==> src/rtl/password_programmer_if.sv <==
// Keypad-side bundle for the password-change controller: digit strobes and
// requests in, stored password and status flags out.
interface password_programmer_if #(
    parameter int DIGIT_W    = 4,
    parameter int NUM_DIGITS = 4
);
    localparam int PW_W = DIGIT_W * NUM_DIGITS;

    logic [DIGIT_W-1:0] digit_in;
    logic               digit_valid;
    logic               set_req;
    logic               cancel;
    logic [PW_W-1:0]    password;
    logic               busy;
    logic [1:0]         phase;
    logic               done;
    logic               error;
    logic               locked;

    modport master (
        output digit_in, digit_valid, set_req, cancel,
        input  password, busy, phase, done, error, locked
    );

    modport slave (
        input  digit_in, digit_valid, set_req, cancel,
        output password, busy, phase, done, error, locked
    );
endinterface

==> src/rtl/password_programmer.sv <==
// Password-change controller: verify old password, take new one twice, commit
// on match. Holds the stored password, with inactivity timeout and lockout.
module password_programmer #(
    parameter int                               DIGIT_W     = 4,
    parameter int                               NUM_DIGITS  = 4,
    parameter logic [DIGIT_W*NUM_DIGITS-1:0]    DEFAULT_PW  = '0,
    parameter int                               TIMEOUT_CYC = 1024,
    parameter int                               MAX_FAIL    = 3,
    parameter int                               LOCK_CYC    = 4096
) (
    input  logic                 clk,
    input  logic                 rst_n,
    password_programmer_if.slave bus
);
    localparam int PW_W   = DIGIT_W * NUM_DIGITS;
    localparam int CNT_W  = (NUM_DIGITS > 1) ? $clog2(NUM_DIGITS) : 1;
    localparam int IDLE_W = $clog2(TIMEOUT_CYC);
    localparam int FAIL_W = $clog2(MAX_FAIL + 1);
    localparam int LOCK_W = (LOCK_CYC > 1) ? $clog2(LOCK_CYC) : 1;

    typedef enum logic [2:0] {
        S_IDLE, S_VERIFY, S_ENTER, S_CONFIRM, S_CHECK_V, S_CHECK_C, S_LOCKED
    } state_e;

    state_e              state_q, state_d;
    logic [CNT_W-1:0]    cnt_q, cnt_d;
    logic [IDLE_W-1:0]   idle_q, idle_d;
    logic [LOCK_W-1:0]   lock_q, lock_d;
    logic [FAIL_W-1:0]   fail_q, fail_d;
    logic [PW_W-1:0]     cur_q, cur_d;
    logic [PW_W-1:0]     new_q, new_d;
    logic [PW_W-1:0]     pw_q, pw_d;
    logic                done_q, done_d;
    logic                error_q, error_d;
    logic                clear_bufs;
    logic                last_digit;

    // First digit ends up in the MSBs after NUM_DIGITS shifts.
    function automatic logic [PW_W-1:0] shift_digit(input logic [PW_W-1:0] b,
                                                     input logic [DIGIT_W-1:0] d);
        return PW_W'({b, d});
    endfunction

    assign last_digit = (cnt_q == CNT_W'(NUM_DIGITS - 1));

    always_comb begin
        state_d    = state_q;
        cnt_d      = cnt_q;
        idle_d     = idle_q;
        lock_d     = lock_q;
        fail_d     = fail_q;
        cur_d      = cur_q;
        new_d      = new_q;
        pw_d       = pw_q;
        done_d     = 1'b0;
        error_d    = 1'b0;
        clear_bufs = 1'b0;

        case (state_q)
            S_IDLE: begin
                if (bus.set_req) begin
                    state_d    = S_VERIFY;
                    clear_bufs = 1'b1;
                end
            end

            S_VERIFY, S_ENTER, S_CONFIRM: begin
                if (bus.cancel) begin
                    state_d    = S_IDLE;
                    clear_bufs = 1'b1;
                end else if (bus.digit_valid) begin
                    idle_d = '0;
                    if (state_q == S_ENTER) new_d = shift_digit(new_q, bus.digit_in);
                    else                    cur_d = shift_digit(cur_q, bus.digit_in);
                    if (last_digit) begin
                        cnt_d = '0;
                        case (state_q)
                            S_VERIFY: state_d = S_CHECK_V;
                            S_ENTER:  state_d = S_CONFIRM;
                            default:  state_d = S_CHECK_C;
                        endcase
                    end else begin
                        cnt_d = cnt_q + 1'b1;
                    end
                end else if (idle_q == IDLE_W'(TIMEOUT_CYC - 1)) begin
                    // Inactivity abort; not counted as a failed verification.
                    state_d    = S_IDLE;
                    error_d    = 1'b1;
                    clear_bufs = 1'b1;
                end else begin
                    idle_d = idle_q + 1'b1;
                end
            end

            S_CHECK_V: begin
                if (bus.cancel) begin
                    state_d    = S_IDLE;
                    clear_bufs = 1'b1;
                end else if (cur_q == pw_q) begin
                    state_d = S_ENTER;
                    fail_d  = '0;
                    cnt_d   = '0;
                    idle_d  = '0;
                    cur_d   = '0;
                end else begin
                    error_d    = 1'b1;
                    fail_d     = fail_q + 1'b1;
                    clear_bufs = 1'b1;
                    lock_d     = '0;
                    state_d    = (fail_q == FAIL_W'(MAX_FAIL - 1)) ? S_LOCKED : S_IDLE;
                end
            end

            S_CHECK_C: begin
                if (!bus.cancel) begin
                    if (cur_q == new_q) begin
                        pw_d   = new_q;
                        done_d = 1'b1;
                    end else begin
                        error_d = 1'b1;
                    end
                end
                state_d    = S_IDLE;
                clear_bufs = 1'b1;
            end

            S_LOCKED: begin
                if (lock_q == LOCK_W'(LOCK_CYC - 1)) begin
                    state_d = S_IDLE;
                    fail_d  = '0;
                    lock_d  = '0;
                end else begin
                    lock_d = lock_q + 1'b1;
                end
            end

            default: begin
                state_d    = S_IDLE;
                clear_bufs = 1'b1;
            end
        endcase

        if (clear_bufs) begin
            cnt_d  = '0;
            idle_d = '0;
            cur_d  = '0;
            new_d  = '0;
        end
    end

    always_ff @(posedge clk or negedge rst_n) begin
        if (!rst_n) begin
            state_q <= S_IDLE;
            cnt_q   <= '0;
            idle_q  <= '0;
            lock_q  <= '0;
            fail_q  <= '0;
            cur_q   <= '0;
            new_q   <= '0;
            pw_q    <= DEFAULT_PW;
            done_q  <= 1'b0;
            error_q <= 1'b0;
        end else begin
            state_q <= state_d;
            cnt_q   <= cnt_d;
            idle_q  <= idle_d;
            lock_q  <= lock_d;
            fail_q  <= fail_d;
            cur_q   <= cur_d;
            new_q   <= new_d;
            pw_q    <= pw_d;
            done_q  <= done_d;
            error_q <= error_d;
        end
    end

    always_comb begin
        case (state_q)
            S_VERIFY, S_CHECK_V:  bus.phase = 2'd1;
            S_ENTER:              bus.phase = 2'd2;
            S_CONFIRM, S_CHECK_C: bus.phase = 2'd3;
            default:              bus.phase = 2'd0;
        endcase
    end

    assign bus.busy     = (state_q != S_IDLE) && (state_q != S_LOCKED);
    assign bus.locked   = (state_q == S_LOCKED);
    assign bus.password = pw_q;
    assign bus.done     = done_q;
    assign bus.error    = error_q;
endmodule
==> src/flat_wrapper.sv <==
// flat-port wrapper written by rule: the top's interface ports become plain ports
module password_programmer_flat 
#(
    parameter int                               DIGIT_W     = 4,
    parameter int                               NUM_DIGITS  = 4,
    parameter logic [DIGIT_W*NUM_DIGITS-1:0]    DEFAULT_PW  = '0,
    parameter int                               TIMEOUT_CYC = 1024,
    parameter int                               MAX_FAIL    = 3,
    parameter int                               LOCK_CYC    = 4096
)
  (clk, rst_n, bus_digit_in, bus_digit_valid, bus_set_req, bus_cancel, bus_password, bus_busy, bus_phase, bus_done, bus_error, bus_locked);
  password_programmer_if #(.DIGIT_W(DIGIT_W), .NUM_DIGITS(NUM_DIGITS)) bus_i ();
  input  logic clk;
  input  logic rst_n;
  input wire logic [$bits(bus_i.digit_in)-1:0] bus_digit_in;
  input wire logic [$bits(bus_i.digit_valid)-1:0] bus_digit_valid;
  input wire logic [$bits(bus_i.set_req)-1:0] bus_set_req;
  input wire logic [$bits(bus_i.cancel)-1:0] bus_cancel;
  output wire logic [$bits(bus_i.password)-1:0] bus_password;
  output wire logic [$bits(bus_i.busy)-1:0] bus_busy;
  output wire logic [$bits(bus_i.phase)-1:0] bus_phase;
  output wire logic [$bits(bus_i.done)-1:0] bus_done;
  output wire logic [$bits(bus_i.error)-1:0] bus_error;
  output wire logic [$bits(bus_i.locked)-1:0] bus_locked;
  assign bus_i.digit_in = bus_digit_in;
  assign bus_i.digit_valid = bus_digit_valid;
  assign bus_i.set_req = bus_set_req;
  assign bus_i.cancel = bus_cancel;
  assign bus_password = bus_i.password;
  assign bus_busy = bus_i.busy;
  assign bus_phase = bus_i.phase;
  assign bus_done = bus_i.done;
  assign bus_error = bus_i.error;
  assign bus_locked = bus_i.locked;
  password_programmer #(.DIGIT_W(DIGIT_W), .NUM_DIGITS(NUM_DIGITS), .DEFAULT_PW(DEFAULT_PW), .TIMEOUT_CYC(TIMEOUT_CYC), .MAX_FAIL(MAX_FAIL), .LOCK_CYC(LOCK_CYC)) u_core (.clk(clk), .rst_n(rst_n), .bus(bus_i));
endmodule
==> config.mk <==
export PLATFORM = sky130hd
export DESIGN_NAME = password_programmer_flat
export DESIGN_NICKNAME = d
export VERILOG_FILES = /design/src/rtl/password_programmer_if.sv /design/src/rtl/password_programmer.sv /design/src/flat_wrapper.sv
export SDC_FILE = /design/constraint.sdc
export NUM_CORES = 1
export LEC_CHECK = 0
export BUFFER_PORTS_ARGS = -buffer_cell sky130_fd_sc_hd__buf_2
export CAP_MARGIN = 20
export CORE_ASPECT_RATIO = 1.75
export CORE_MARGIN = 5
export CORE_UTILIZATION = 55
export DETAILED_ROUTE_END_ITERATION = 6
export PLACE_DENSITY = 0.74
export SYNTH_ARGS = -nofsm -noshare
export SYNTH_HDL_FRONTEND = slang
export SYNTH_SLANG_ARGS = --single-unit
export TNS_END_PERCENT = 100
==> constraint.sdc <==
create_clock -name clk -period 6.5 [get_ports clk]
set_clock_uncertainty 0.1 [all_clocks]
set_input_delay 1.3 -clock clk [delete_from_list [all_inputs] [get_ports clk]]
set_output_delay 1.3 -clock clk [all_outputs]
set_load 0.01 [all_outputs]
==> out/summary.md, run 1 <==
After technology mapping, the gate count stands at 366. The share of the clock period used by the worst path after layout was 0.497; the total negative setup slack was 0 ps. The run finished with clean final reports. Compared with the post-synthesis result, the final layout area differs by 13.5%. Once the clock tree was built, the resizer swapped 0 gates to a different size. The run gives 0 as the number of max-capacitance violations reported.

Setup repair after global routing left no endpoint under its margin. The tools report the sequential cell area fraction in the yosys report as 0.498. Across all layers, the routed design uses 2905 vias. The destination of the critical timing path was bus_locked. In this run, post-CTS hold repair placed 0 buffers. The cell area that synthesis handed to floorplanning was 3970 sq um. The largest family of logic cells by synthesized area was simple AND/OR/NAND/NOR gates. The worst setup path is launched from a register.

The post-synthesis register bit count works out to 79. The compound-cell area share of the yosys netlist was 0.113. The setup path with the least slack is of type register to primary output. In the layout the commonest cells are sky130_fd_sc_hd__dfrtp_1 (79), sky130_fd_sc_hd__nor2_1 (40), sky130_fd_sc_hd__xor2_1 (34), sky130_fd_sc_hd__buf_2 (29), sky130_fd_sc_hd__mux2i_1 (18). During synthesis, Yosys emitted a total of 0 warnings.

The global-route usage over all layers is 0.215. In this run the clock root is driven by a sky130_fd_sc_hd__clkbuf_16. In this run the worst path has a maximum fanout of 20. The first-pass GRT wire length came out at 14.7 mm. In this run the register-to-register setup slack is 3930 ps. The depth of the worst register-to-register path is 5, and the register area is 1980 sq um. Average via count per standard cell: 5.99. Number of hold violations in the final report: 0.

For the number of optimization iterations in the first detailed-route pass, the log shows 4. In the synthesized netlist the dominant register cell turns out to be sky130_fd_sc_hd__dfrtp_1. The mux share of post-synthesis cell area is 0.0936.

The run gives 330 ps as the worst-skew pair later-pin latency. The I/O pin count was 31. After global routing the overflow that remains totals 0.

The final design utilization was 0.632. The number of antenna diodes in the final layout is 0. The tools report the largest net degree at the start of global routing as 80. The endpoint required time on the critical path is 5100 ps, and the initial core utilization is 0.557. At the pin with the least slew margin, the transition time is 977 ps. The wire length per cell after detailed routing is 18.0 microns, and the xor-xnor portion of the synthesized cell area is 0.0905. Origin of the worst setup path: u_core.state_q[2]$_DFFE_PN0P_.

In this run the power density over the cells is 382 nW/um^2. Leakage power of the design: 0.00227 uW. The synthesized area per cell was 10.8 sq um; the DRC violation count after routing was 0. The worst register-to-register path begins at u_core.state_q[0]$_DFFE_PN0P_. The min-delay analysis places its worst path in the category register to register.

The run gives 2975 as the via count of the first global-routing pass. The die extent in y was 122 microns. The die extent in x is 74.2 microns, and the adder-cell share of the synthesized area is 0.0126. In this run, synthesis inferred 0 flip-flops with an integrated enable. In this run the remaining antenna-violating nets after routing total 0. The number of buffers on the longest clock path was 2; the worst voltage drop across the vdd grid was 256 uV. CTS built an H-tree with a depth of 3. Core outline area: 7130 sq um. The synthesized-area fraction occupied by and/or/nand/nor cells was 0.156. Based on the critical path, the design can be clocked at up to 310 MHz.

In this run the tool buffered the top-level ports with 30 buffer cells. When the netlist entered floorplanning its net count stood at 379. Total number of nets in the final design: 407. Clock-pin slew was measured on the worst setup and hold paths at 60 ps. After filler insertion, the fill cell instance count of the layout stands at 566.

Summing all multi-input logic gate instances after layout gives 1860 sq um. The logs give 0 for the max-slew violation count and 0 for the post-CTS setup repair buffer count. The die covers 9080 sq um.

Async set or reset register ratio after synthesis: 1.00. Setup violations remaining at the end of the flow were counted as 0. Number of antenna violations at the first check in global routing: 0. Normalized max-slew margin: 0.349.

TritonCTS built the clock tree. The final wirelength came out at 8.75 mm. The run gives 6.05 mm as the half-perimeter wire length after detailed placement.

The worst path in the final design needs a cycle of 3230 ps, including I/O delays and setup. The number of distinct library cell variants in the gate-level netlist after synthesis is 52, and the iteration-0 DRC count of the detailed router is 238. Data arrival time of the critical path: 1830 ps. The logs give 9 for the number of clock buffers inserted by TritonCTS and 41 for the cell row count.

The clock drives 79 sinks. The destination of the worst register-to-register timing path is u_core.cnt_q[0]$_DFFE_PN0P_. The worst setup path is captured at a primary output.

Fraction of layout cells with a size suffix above 1: 0.185. Most frequent standard cell in the layout excluding fill and tap cells: sky130_fd_sc_hd__dfrtp_1. The congestion estimate from routability-driven global placement came to 0.882.
==> worst min-delay path by stage <==
stage | slack (ps) | to | depth (start not counted) | from
finish | 380 | u_core.lock_q[11]$_DFFE_PN0P_ | 1 | u_core.lock_q[11]$_DFFE_PN0P_
global route | 430 | u_core.lock_q[11]$_DFFE_PN0P_ | 1 | u_core.lock_q[11]$_DFFE_PN0P_
CTS | 390 | u_core.lock_q[11]$_DFFE_PN0P_ | 1 | u_core.lock_q[11]$_DFFE_PN0P_
detailed placement | 380 | u_core.fail_q[1]$_DFFE_PN0P_ | 2 | u_core.fail_q[1]$_DFFE_PN0P_
global placement | 370 | u_core.fail_q[1]$_DFFE_PN0P_ | 2 | u_core.fail_q[1]$_DFFE_PN0P_
floorplan | 350 | u_core.lock_q[11]$_DFFE_PN0P_ | 1 | u_core.lock_q[11]$_DFFE_PN0P_
==> area by class of cell <==
type,instances,area share
timing repair buffer,33,0.0389
tap,86,0.0239
sequential,79,0.439
clock inverter,2,0.0133
multi-input combinational,259,0.412
clock buffer,14,0.0630
inverter,12,0.0100
==> stage by stage <==
stage / total power (uW) / std cells / setup slack, ps / hold WS, ps / instance area [sq um]
after floorplan: 1020 / 366 / 3470 / 351 / 3970
after global placement: 1130 / 468 / 3100 / 368 / 4150
after detailed placement: 1160 / 469 / 3180 / 380 / 4160
after CTS: 1730 / 485 / 3250 / 390 / 4510
after global routing: 1830 / 485 / 3110 / 434 / 4510
final: 1720 / 485 / 3270 / 383 / 4510
==> metal layers <==
metal | global-route usage | routed length [microns]
met1 | 0.245 | 3340
met3 | 0.0574 | 359
met2 | 0.352 | 4660
met4 | 0.130 | 394
met5 | 0 | 0
==> cells by family after synthesis <==
family | Yosys count
adder cells (fa/ha/maj) | 4
flip-flops | 79
buffers and inverters | 28
XOR/XNOR | 41
AND/OR/NAND/NOR | 115
AO/OA/AOI/OAI | 64
multiplexers | 35
==> state kept, by name, summed over array words and instances (netlist names) <==
| signal | count |
|---|---|
| u_core.lock_q | 12 |
| u_core.fail_q | 2 |
| u_core.cur_q | 16 |
| u_core.bus.error | 1 |
| u_core.bus.password | 16 |
| u_core.new_q | 16 |
| u_core.state_q | 3 |
| u_core.cnt_q | 2 |
| u_core.bus.done | 1 |
| u_core.idle_q | 10 |
==> power by group <==
group	switching, uW	leakage [uW]	total [uW]	internal, uW
Sequential	105	0.00105	669	564
Combinational	297	0.00105	489	192
Clock	186	0.000169	564	378
==> Yosys cell counts, types with 2 or more instances <==
cell	count	area, sq um
sky130_fd_sc_hd__a221o_1	2	20.0
sky130_fd_sc_hd__a22o_1	16	140
sky130_fd_sc_hd__and3_1	3	18.8
sky130_fd_sc_hd__nor3_1	3	15.0
sky130_fd_sc_hd__or2_2	2	12.5
sky130_fd_sc_hd__a21oi_1	10	50.1
sky130_fd_sc_hd__nand2_1	14	52.6
sky130_fd_sc_hd__and4_1	4	35.0
sky130_fd_sc_hd__nor3b_1	2	15.0
sky130_fd_sc_hd__nor2b_1	2	12.5
sky130_fd_sc_hd__buf_6	4	45.0
sky130_fd_sc_hd__o21a_1	3	22.5
sky130_fd_sc_hd__nand4_1	4	25.0
sky130_fd_sc_hd__o21ai_0	12	60.1
sky130_fd_sc_hd__dfrtp_1	79	1980
sky130_fd_sc_hd__nor4_1	10	62.6
sky130_fd_sc_hd__inv_1	12	45.0
sky130_fd_sc_hd__or3_1	6	37.5
sky130_fd_sc_hd__mux2i_1	18	180
sky130_fd_sc_hd__buf_2	4	20.0
sky130_fd_sc_hd__xor2_1	34	298
sky130_fd_sc_hd__a31oi_1	9	56.3
sky130_fd_sc_hd__nand3b_1	3	22.5
sky130_fd_sc_hd__clkbuf_1	7	26.3
sky130_fd_sc_hd__xnor2_1	7	61.3
sky130_fd_sc_hd__ha_1	4	50.1
sky130_fd_sc_hd__nor2_1	40	150
sky130_fd_sc_hd__nand3_1	11	55.1
sky130_fd_sc_hd__or4b_1	2	20.0
sky130_fd_sc_hd__mux2_2	17	191
==> worst max-delay path, stage by stage (launching register included) <==
cell and delay [ps]:
sky130_fd_sc_hd__dfrtp_1 670, sky130_fd_sc_hd__nand3b_1 390, sky130_fd_sc_hd__inv_1 270, sky130_fd_sc_hd__buf_2 170
Power figures use the tool's default switching activity.
==> inputs of run 2 (changes only) <==
==> constraint.sdc (replaced) <==
create_clock -name clk -period 3.35 [get_ports clk]
set_clock_uncertainty 0.1 [all_clocks]
set_input_delay 0.67 -clock clk [delete_from_list [all_inputs] [get_ports clk]]
set_output_delay 0.67 -clock clk [all_outputs]
set_load 0.01 [all_outputs]
==> out/summary.md, run 2 (synthesis results as in run 1) <==
The run finished with clean final reports. The clock-pin slew on the worst setup and hold paths works out to 60 ps (about the same). TritonCTS built the clock tree. The count of input and output buffers was 30 (unchanged).

Number of vias in the routed layout: 2907 (+0.069%). The max-slew violation count is 0 (unchanged). The tools report the total number of nets in the final design as 407 (unchanged). The worst setup path is of the register to primary output kind.

The tools report the number of cells in the design after placement as 469 (unchanged). Average via count per standard cell: 5.99 (about the same). The type of the tightest min-delay check was input pin to asynchronous set/reset pin.

The logs give 3280 uW (+91%) for the overall power and 0.00225 uW (-0.93%) for the leakage power of the design. The die extent in x is 74.2 microns (unchanged), and the total of hold buffers inserted after clock tree synthesis is 0 (unchanged). The normalized max-slew margin came out at 0.344 (-0.00497).

The worst-skew pair later-pin latency was 340 ps (about the same). Setup repair after global routing left no endpoint under its margin. The maximum level of the CTS H-tree is 3 (unchanged).

For this run, the top clock speed supported by timing is 381 MHz. The cell area power density works out to 732 nW/um^2 (+92%). Number of max-capacitance violations reported: 0 (unchanged).

The wire length per cell after detailed routing was 17.9 microns (-0.65%). The slowest stage of the critical path is the sky130_fd_sc_hd__dfrtp_1 cell. For the half-perimeter wire length after detailed placement, the log shows 6.13 mm (+1.4%).

The library cells used most frequently in the layout, excluding fill and tap cells, are sky130_fd_sc_hd__dfrtp_1 (79), sky130_fd_sc_hd__nor2_1 (40), sky130_fd_sc_hd__xor2_1 (34), sky130_fd_sc_hd__buf_2 (29), sky130_fd_sc_hd__mux2i_1 (18). The worst-path maximum fanout was 20 (unchanged). The final antenna diode count came out at 0 (unchanged). The cell row count is 41 (unchanged), and the post-CTS setup repair buffer count is 0 (unchanged). The logs give 4160 sq um (unchanged) for the cell area after placement and 2580 ps (-2520 ps) for the endpoint required time on the critical path. The critical path goes through nand3b_1, inv_1, buf_2. The worst voltage drop across the vdd grid was 468 uV (+83%); the total of endpoints with negative setup slack in the final report was 0 (unchanged). The worst setup path is launched from a register. The number of clock buffers inserted by TritonCTS was 9 (unchanged); the first-pass GRT wire length was 14.5 mm (-0.99%).

The area growth from synthesis to layout is 13.0%. The run gives 0.837 (-5.0%) as the weighted congestion reported at the end of routability-driven placement. The run gives 79 (unchanged) as the total number of clock tree sinks. The final standard cell area without fillers was 4480 sq um (-0.50%); the global-route usage over all layers was 0.212 (-0.00266). The initial core utilization came out at 0.557 (unchanged). The via count of the first global-routing pass is 3018 (+1.4%). For the final design utilization, the log shows 0.629 (-0.00316).

For the number of buffers on the longest clock path, the log shows 2 (unchanged). The iteration-0 DRC count of the detailed router is 192 (-19%), and the number of antenna violations at the first check in global routing is 0 (unchanged). For the final cell count without fillers, the log shows 485 (unchanged).

The number of hold violations in the final report is 0 (unchanged). The data arrival time of the critical path came out at 1860 ps (+30 ps). The setup slack on the worst flop-to-flop path was 780 ps (-3150 ps); the delay of the slowest cell on the worst path was 680 ps (about the same). The count of buffer and inverter cells on the critical path is 2 (unchanged), and the core outline area is 7130 sq um (unchanged). For the I/O pin count, the log shows 31 (unchanged). The die extent in y came out at 122 microns (unchanged). Leaving out fill and tap cells, the most frequent cell in the layout is sky130_fd_sc_hd__dfrtp_1. The largest net degree at the start of global routing came out at 80 (unchanged).

The transition time at the pin with the least slew margin came out at 984 ps (+7.45 ps). The run gives 9080 sq um (unchanged) as the area of the die. STA classifies the critical path endpoint as a primary output. The share of the clock period used by the worst path after layout was 0.784; the remaining global-route overflow was 0 (unchanged). The cell class contributing the biggest share of worst-path delay was flip-flops.

The fraction of layout cells with a size suffix above 1 works out to 0.188 (+0.00251). The run gives 4 (unchanged) as the number of optimization iterations in the first detailed-route pass. The logs give 0 (unchanged) for the number of nets with antenna violations after routing and 0 (unchanged) for the count of cells resized by post-cts repair. The total negative setup slack came out at 0 ps (unchanged). The logs give 8.69 mm (-0.65%) for the final wirelength and 0 (unchanged) for the DRC violation count after routing.

Root buffer cell: sky130_fd_sc_hd__clkbuf_16. The worst path in the final design needs a cycle of 2630 ps, including I/O delays and setup.
[run 2: changes by cell type in the layout (fill, tap and decap cells not counted)]
| cell | previous run | this run |
|---|---|---|
| sky130_fd_sc_hd__clkinv_2 | 0 | 1 |
| sky130_fd_sc_hd__clkinvlp_4 | 0 | 3 |
| sky130_fd_sc_hd__clkbuf_8 | 4 | 0 |
| sky130_fd_sc_hd__clkbuf_1 | 1 | 0 |
| sky130_fd_sc_hd__inv_6 | 0 | 1 |
[run 2: metal layers]
layer | track usage | up-vias | routed length, microns
li1 | - | 1367 | -
met1 | 0.246 | 1445 | 3350
met2 | 0.363 | 73 | 4690
met3 | 0.0369 | 22 | 332
met4 | 0.118 | 0 | 315
met5 | 0 | - | 0
[run 2: area by class of cell]
class | instances | area [sq um]
clock buffers | 9 | 225
clock inverters | 7 | 96.3
fillers | 578 | 2650
inverters | 12 | 45.0
multi-input cells | 259 | 1860
flip-flops and latches | 79 | 1980
well taps | 86 | 108
repair buffers | 33 | 175
[run 2: through the flow]
| step | hold WS [ps] | worst slack (ps) |
|---|---|---|
| 3_3_place_gp | 371 | 724 |
| 2_1_floorplan | 274 | 951 |
| 3_5_place_dp | 381 | 652 |
| 5_1_grt | 417 | 554 |
| 6_report | 387 | 725 |
| 4_1_cts | 395 | 739 |
[run 2: worst paths after layout]
check                                              startpoint                             endpoint  cells past startpoint
worst max-delay path            u_core.state_q[2]$_DFFE_PN0P_                           bus_locked                      3
worst min-delay path                                    rst_n         u_core.idle_q[3]$_DFFE_PN0P_                      1
max in group asynchronous                               rst_n  u_core.bus.password[11]$_DFFE_PN0P_                      1
worst max register to register  u_core.state_q[2]$_DFFE_PN0P_   u_core.bus.password[0]$_DFFE_PN0P_                      5
min in group clk                 u_core.fail_q[1]$_DFFE_PN0P_         u_core.fail_q[1]$_DFFE_PN0P_                      2
worst min register to register   u_core.fail_q[1]$_DFFE_PN0P_         u_core.fail_q[1]$_DFFE_PN0P_                      2
[run 2: power by group]
part	leakage, uW	switching (uW)	total, uW	internal (uW)
registers	0.00105	205	1300	1090
clock network	0.000148	388	1040	653
logic	0.00105	570	944	374
